**src/rtl/run_ctrl_pkg.sv**
```systemverilog
// Shared types for the run controller: FSM state encoding and trace entry layout.
package run_ctrl_pkg;

  typedef enum logic [2:0] {
    ST_IDLE,
    ST_START,
    ST_RUN,
    ST_DONE,
    ST_TIMEOUT
  } state_t;

  // Trace entry: {REG_WRITE, MEM_WRITE, write_register, regWriteValue, memWriteValue}
  localparam int TR_W      = 38;
  localparam int TR_MV_LSB = 0;
  localparam int TR_RV_LSB = 16;
  localparam int TR_WR_LSB = 32;
  localparam int TR_MW_BIT = 36;
  localparam int TR_RW_BIT = 37;

  function automatic logic [TR_W-1:0] pack_trace(input logic rw, input logic mw,
                                                 input logic [3:0] wr,
                                                 input logic [15:0] rv,
                                                 input logic [15:0] mv);
    return {rw, mw, wr, rv, mv};
  endfunction

endpackage

```
**src/rtl/trace_fifo.sv**
```systemverilog
// Show-ahead synchronous FIFO for core write events, with a sticky drop flag.
module trace_fifo
  import run_ctrl_pkg::*;
#(
  parameter int DEPTH = 16,
  parameter int W     = TR_W
) (
  input  logic         clk,
  input  logic         rst,
  input  logic         clr,
  input  logic         push,
  input  logic [W-1:0] wdata,
  input  logic         pop,
  output logic         valid,
  output logic [W-1:0] rdata,
  output logic         overflow
);

  localparam int AW = $clog2(DEPTH);
  localparam logic [AW:0] FULL_CNT = DEPTH[AW:0];

  logic [W-1:0]  mem_q [DEPTH];
  logic [AW-1:0] wr_ptr_q, wr_ptr_d, rd_ptr_q, rd_ptr_d;
  logic [AW:0]   cnt_q, cnt_d;
  logic          ovf_q, ovf_d;
  logic          empty, full, do_push, do_pop;

  always_comb begin
    empty    = (cnt_q == '0);
    full     = (cnt_q == FULL_CNT);
    do_pop   = pop && !empty;
    // a pop on the same edge frees the slot, so a full FIFO still accepts the push
    do_push  = push && (!full || do_pop);
    wr_ptr_d = wr_ptr_q;
    rd_ptr_d = rd_ptr_q;
    cnt_d    = cnt_q;
    ovf_d    = ovf_q;
    if (clr) begin
      wr_ptr_d = '0;
      rd_ptr_d = '0;
      cnt_d    = '0;
      ovf_d    = 1'b0;
    end else begin
      if (do_push) wr_ptr_d = wr_ptr_q + 1'b1;
      if (do_pop)  rd_ptr_d = rd_ptr_q + 1'b1;
      if (do_push && !do_pop) cnt_d = cnt_q + 1'b1;
      if (do_pop && !do_push) cnt_d = cnt_q - 1'b1;
      if (push && !do_push)   ovf_d = 1'b1;
    end
  end

  always_ff @(posedge clk or posedge rst) begin
    if (rst) begin
      wr_ptr_q <= '0;
      rd_ptr_q <= '0;
      cnt_q    <= '0;
      ovf_q    <= 1'b0;
    end else begin
      wr_ptr_q <= wr_ptr_d;
      rd_ptr_q <= rd_ptr_d;
      cnt_q    <= cnt_d;
      ovf_q    <= ovf_d;
    end
  end

  always_ff @(posedge clk) begin
    if (do_push && !clr) mem_q[wr_ptr_q] <= wdata;
  end

  assign valid    = !empty;
  assign rdata    = empty ? '0 : mem_q[rd_ptr_q];
  assign overflow = ovf_q;

endmodule

```
**src/rtl/run_controller.sv**
```systemverilog
// Host-side run sequencer for the core: start pulse, halt/timeout detection,
// run-cycle measurement, final instruction count and write-event trace.
//
//   state      | meaning
//   -----------+-----------------------------------------------------
//   ST_IDLE    | waiting for go; results of last run held
//   ST_START   | start asserted to the core for START_LEN cycles
//   ST_RUN     | core running; cycle_count advancing
//   ST_DONE    | run ended by halt; one cycle, back to idle
//   ST_TIMEOUT | run ended by cycle limit; one cycle, back to idle
module run_controller
  import run_ctrl_pkg::*;
#(
  parameter int DEPTH     = 16,
  parameter int CYC_W     = 20,
  parameter int MAX_CYC   = 100000,
  parameter int START_LEN = 1
) (
  input  logic             CLK,
  input  logic             RESET,
  input  logic             go,
  input  logic             halt,
  input  logic             REG_WRITE,
  input  logic [3:0]       write_register,
  input  logic [15:0]      regWriteValue,
  input  logic             MEM_WRITE,
  input  logic [15:0]      memWriteValue,
  input  logic [15:0]      InstCounter,
  output logic             start,
  output logic             busy,
  output logic             done,
  output logic             timeout,
  output logic [CYC_W-1:0] cycle_count,
  output logic [15:0]      inst_count,
  input  logic             trace_rd,
  output logic             trace_valid,
  output logic [TR_W-1:0]  trace_data,
  output logic             trace_overflow
);

  localparam int SW = (START_LEN > 1) ? $clog2(START_LEN) : 1;
  localparam logic [SW-1:0]    START_LOAD = SW'(START_LEN - 1);
  localparam logic [CYC_W-1:0] LAST_CYC   = CYC_W'(MAX_CYC - 1);

  state_t           state_q, state_d;
  logic             go_q, go_d;
  logic [SW-1:0]    scnt_q, scnt_d;
  logic [CYC_W-1:0] cyc_q, cyc_d;
  logic             done_q, done_d, to_q, to_d;
  logic             start_q, start_d, busy_q, busy_d;
  logic [15:0]      inst_q, inst_d;
  logic             fifo_clr, fifo_push;

  always_comb begin
    state_d  = state_q;
    go_d     = go;
    scnt_d   = scnt_q;
    cyc_d    = cyc_q;
    done_d   = done_q;
    to_d     = to_q;
    inst_d   = inst_q;
    fifo_clr = 1'b0;
    case (state_q)
      ST_IDLE: begin
        // go is registered first, so start appears two edges after go is seen
        if (go_q) begin
          state_d  = ST_START;
          scnt_d   = START_LOAD;
          cyc_d    = '0;
          done_d   = 1'b0;
          to_d     = 1'b0;
          fifo_clr = 1'b1;
        end
      end
      ST_START: begin
        if (scnt_q == '0) state_d = ST_RUN;
        else              scnt_d  = scnt_q - 1'b1;
      end
      ST_RUN: begin
        cyc_d = cyc_q + 1'b1;
        // cyc_q==0 marks the first RUN cycle, where a stale halt is ignored
        if (halt && (cyc_q != '0)) begin
          state_d = ST_DONE;
          done_d  = 1'b1;
          inst_d  = InstCounter;
        end else if (cyc_q == LAST_CYC) begin
          state_d = ST_TIMEOUT;
          to_d    = 1'b1;
          inst_d  = InstCounter;
        end
      end
      ST_DONE, ST_TIMEOUT: state_d = ST_IDLE;
      default:             state_d = ST_IDLE;
    endcase
    start_d = (state_d == ST_START);
    busy_d  = (state_d == ST_START) || (state_d == ST_RUN);
  end

  always_ff @(posedge CLK or posedge RESET) begin
    if (RESET) begin
      state_q <= ST_IDLE;
      go_q    <= 1'b0;
      scnt_q  <= '0;
      cyc_q   <= '0;
      done_q  <= 1'b0;
      to_q    <= 1'b0;
      inst_q  <= '0;
      start_q <= 1'b0;
      busy_q  <= 1'b0;
    end else begin
      state_q <= state_d;
      go_q    <= go_d;
      scnt_q  <= scnt_d;
      cyc_q   <= cyc_d;
      done_q  <= done_d;
      to_q    <= to_d;
      inst_q  <= inst_d;
      start_q <= start_d;
      busy_q  <= busy_d;
    end
  end

  assign fifo_push = busy_q && (REG_WRITE || MEM_WRITE);

  trace_fifo #(.DEPTH(DEPTH), .W(TR_W)) u_trace_fifo (
    .clk      (CLK),
    .rst      (RESET),
    .clr      (fifo_clr),
    .push     (fifo_push),
    .wdata    (pack_trace(REG_WRITE, MEM_WRITE, write_register, regWriteValue, memWriteValue)),
    .pop      (trace_rd),
    .valid    (trace_valid),
    .rdata    (trace_data),
    .overflow (trace_overflow)
  );

  assign start       = start_q;
  assign busy        = busy_q;
  assign done        = done_q;
  assign timeout     = to_q;
  assign cycle_count = cyc_q;
  assign inst_count  = inst_q;

endmodule

```
**config.mk**
```make
export PLATFORM = sky130hd
export DESIGN_NAME = run_controller
export DESIGN_NICKNAME = d
export VERILOG_FILES = /design/src/rtl/run_ctrl_pkg.sv /design/src/rtl/trace_fifo.sv /design/src/rtl/run_controller.sv
export SDC_FILE = /design/constraint.sdc
export NUM_CORES = 1
export LEC_CHECK = 0
export CAP_MARGIN = 5
export CORE_ASPECT_RATIO = 2
export CORE_MARGIN = 5
export CORE_UTILIZATION = 35
export DETAILED_ROUTE_END_ITERATION = 10
export SKIP_LAST_GASP = 1
export SYNTH_ARGS = -nofsm -noshare
export SYNTH_HDL_FRONTEND = slang
export SYNTH_SLANG_ARGS = --single-unit
export TNS_END_PERCENT = 50
```
**constraint.sdc**
```tcl
create_clock -name CLK -period 9.7 [get_ports CLK]
set_clock_uncertainty 0.05 [all_clocks]
set_input_delay 1.94 -clock CLK [delete_from_list [all_inputs] [get_ports CLK]]
set_output_delay 1.94 -clock CLK [all_outputs]
set_load 0.01 [all_outputs]
```
==> metrics.md <==
| Metric | Value |
|---|---|
| Worst path arrival time | between 3000 and 4000 ps |
| Mux cell area share after synthesis | 0.172 |
| Hold Path End | timeout |
| Post-DR wirelength/cell | 24.6 um |
| Required @ worst endpoint | a little under 8000 ps |
| Status | complete, no violations |
| RD Place Congestion | approximately 0.75 |
| Worst rel slew slack | 0.205 |
| Total core area | 73700 um^2 |
| First drt pass iteration count | 5 |
| Synth Area in Adders | 0.00559 |
| Die height | 395 um |
| Post-route setup TNS | 0 ps |
| Logic pwr share | 0.299 |
| Reg2reg setup slack | between 6000 and 7000 ps |
| Vias | about 12000 |
| Starting Density | 0.352 |
| Met1 Use GR | 0.162 |
| Net Sw Power | ~2400 uW |
| Mapped Area | 26000 um^2 |
| Cell Rows | 141 |
| Hold Crit Depth | 1 |
| Hold Vio Cnt, Final | 0 |
| Vias in the first global route | about 14000 |
| Mapped Cells | ~1200 |
| Critical path launch point type | flip-flop |
| Final cell count without fillers | 2355 |
| Worst r2r path cells | 4 |
| Grt peak-use layer | met2 |
| Grt ovf | 0 |
| Grt met2 use | 0.272 |
| Slowest cell on crit path | buf_4 |
| Drt via density | 5.27 |
| Int Power | 5750 uW |
| Pins Over Slew Limit | 0 |
| Async set-reset flop share out of synthesis | 0.0871 |
| Layout area overhead | 16.8% |
| DRC errors left | 0 |
| Initial antenna violation count | 3 |
| Power Density | about 270 nW/um^2 |
| Maximum VDD drop | between 200 and 250 uV |
| Num CTS Buffers | 55 |
| First-pass GRT wire length | 86800 um |
| Combinational family with the most area after synthesis | multiplexers |
| Clk slew on worst S/H paths | 70 ps |
| I/O Buffers | 138 |
| GRT Overall Usage | 0.143 |
| Distinct cells, synth | just under 60 |
| Syn Area/Cell | 21.4 um^2 |
| Switching share of power | 0.293 |
| Initial drt markers | 796 |
| FF/Latch Area | 19700 um^2 |
| Drt total wl | between 50000 and 60000 um |
| Syn Nets | around 1300 |
| CTS Root Cell | clkbuf_16 |
| CTS sink cnt | 666 |
| Synthesized flop and latch total | 666 |
| Synth Area in XOR/XNOR | 0.00270 |
| Synth Area in Compound Gates | 0.0250 |
| Synth Area in Simple Gates | 0.0234 |
| Leakage | around 0.0095 uW |
| Setup WS pre-CTS | 3760 ps |
| Worst reg2reg path startpoint | state_q[0] |
| Final Cycle Share | 0.601 |
| Ys flop type | edfxtp_1 |
| Worst-case clock buffer depth | 3 |
| Tmin final | 5830 ps |
| Number of synthesized flops with an enable pin | between 600 and 700 |
| Max frequency | 172 MHz |
| Hold Path Origin | timeout |
| Area of the multi-input gates | 6030 um^2 |
| Reg2reg end | u_trace_fifo.mem_q[7][10] |
| Register area share after synthesis | 0.759 |
| Clock power share | 0.269 |
| Cells after DPL | approximately 2300 |
| Max stage delay on crit path | a little over 900 ps |
| CP Class | flip-flop to primary output |
| Met3 usage | 0.0250 |
| Crit-path max FO | 78 |
| Skew-Pair Late Insertion Delay | 600 ps |
| H-Tree Depth | 2 |
| RSZ-0062 raised after global routing | no |
| Flop pwr share | 0.432 |
| Setup WS post-layout | 3870 ps |
| Resize count post-CTS | 0 |
| Pin count of the biggest net entering global routing | 99 |
| Dpl hpwl | 32800 um |
| Yosys warning total | 0 |
| Die area | between 80000 and 90000 um^2 |
| CP Cell Sequence | buf_4 -> mux4_2 -> mux2i_1 -> o22ai_1 -> clkdlybuf4s50_1 |
| Layout cells sized above 1 | 0.219 |
| Setup Buffers After CTS | 0 |
| Final setup fails | 0 |
| Cts-stage hold buffer count | 0 |
| Max-cap viol count | 0 |
| Final nets | 1448 |
| Worst setup EP type | primary output |
| Finished Core Util | 0.411 |
| Tot Pwr | between 8000 and 9000 uW |
| HP Class | flip-flop to flip-flop |
| Slew @ Worst Pin | 1190 ps |
| Filler Cell Count | 6445 |
| Die Span X | 203 um |
| I/O Pins | 139 |
| Post-route ant nets | 0 |
| CTS tree | built |
[stage by stage]
stage | hold slack [ps] | cell area [um^2]
finish | 455 | 30300
global route | 475 | 30300
CTS | 457 | 30300
detailed placement | 429 | 28600
global placement | 417 | 28600
floorplan | 445 | 26000
[per-layer routing]
metal  routed length [um]  vias up  part of all wire
met5                   13        -           0.00022
met4                 1500        2             0.026
met3                 2490       86             0.043
met2                32400      296              0.56
met1                21500     6638              0.37
li1                     -     5382                 -
[state kept, by name, indices dropped and copies added (netlist names)]
register / flops
busy: 1
u_trace_fifo.wr_ptr_q: 4
inst_count: 16
u_trace_fifo.mem_q: 608
timeout: 1
go_q: 1
u_trace_fifo.overflow: 1
state_q: 3
cycle_count: 20
start: 1
done: 1
u_trace_fifo.rd_ptr_q: 4
u_trace_fifo.cnt_q: 5
[cell type report]
type                            count  share of cell area
Sequential cell                   666               0.650
Antenna cell                        2            0.000165
Tap cell                          929              0.0383
Timing Repair Buffer              165              0.0526
Inverter                           17             0.00210
Clock inverter                     40              0.0110
Clock buffer                       63              0.0471
Multi-Input combinational cell    473               0.199
[Yosys cell counts, drive strengths merged, types with 2 or more instances]
cell type / number / share of area
xnor2: 5 / 0.0017
o41ai: 2 / 0.00067
mux4: 152 / 0.13
o211ai: 9 / 0.0028
buf: 33 / 0.0065
nand2: 18 / 0.0026
inv: 17 / 0.0025
o311ai: 3 / 0.0010
nor2b: 3 / 0.00072
o31ai: 7 / 0.0020
a21o: 4 / 0.0012
mux2: 16 / 0.0084
mux2i: 82 / 0.032
a21oi: 8 / 0.0020
a21boi: 2 / 0.0010
nor2: 23 / 0.0033
and2: 5 / 0.0012
or3: 2 / 0.00048
nand2b: 5 / 0.0012
clkbuf: 25 / 0.0037
xor2: 3 / 0.0010
dfrtp: 58 / 0.056
o21a: 2 / 0.00058
o22ai: 38 / 0.0092
o21ai: 14 / 0.0027
or4: 2 / 0.00072
edfxtp: 608 / 0.70
nand3: 17 / 0.0033
a31oi: 3 / 0.00072
nor4: 6 / 0.0017
ha: 10 / 0.0048
and4: 2 / 0.00067
nor3: 12 / 0.0027
and3: 5 / 0.0013
nand4: 5 / 0.0018
[worst max-delay path: cells and delay by family (launching register included)]
family	cells	cell delay (ps)
buf+inv	2	1570
flops	1	680
mux	2	490
compound gates	1	370
[cell usage in the layout (no fill, tap or decap), types with 11 or more instances in the layout]
cell type,n
buf_4,26
nor2_1,19
edfxtp_1,608
clkdlybuf4s50_1,138
clkbuf_16,56
dfrtp_1,55
mux2i_1,82
inv_1,15
clkinv_2,11
clkinv_1,13
nand3_1,17
mux4_2,152
o22ai_1,38
nand2_1,17
o21ai_0,12
[cell families (layout without fill, tap and decap cells)]
family	Yosys count	in the layout
multiplexers	250	250
AND/OR/NAND/NOR	109	109
AO/OA/AOI/OAI	95	95
XOR/XNOR	8	8
flip-flops	666	666
other	0	2
adder cells (fa/ha/maj)	11	11
buffers and inverters	75	285
[how the worst max path moves through the flow]
stage                     slack, ps                         to                      from
final                          3870              trace_data[8]  u_trace_fifo.rd_ptr_q[1]
after global routing           3660             trace_data[25]  u_trace_fifo.rd_ptr_q[0]
after CTS                      3740             trace_data[25]  u_trace_fifo.rd_ptr_q[0]
after detailed placement       3760  u_trace_fifo.mem_q[7][10]                 REG_WRITE
after global placement         3860  u_trace_fifo.mem_q[7][10]                 REG_WRITE
after floorplan                3710  u_trace_fifo.mem_q[13][0]                  trace_rd
[power groups by stage]
| stage | logic [uW] | registers (uW) | clock network, uW |
|---|---|---|---|
| floorplan | 1530 | 3510 | 0 |
| global placement | 2480 | 3570 | 0 |
| detailed placement | 2500 | 3580 | 0 |
| CTS | 2510 | 3520 | 2240 |
| global route | 2620 | 3540 | 2360 |
| finish | 2430 | 3520 | 2180 |
(Power assumes the default switching activity.)
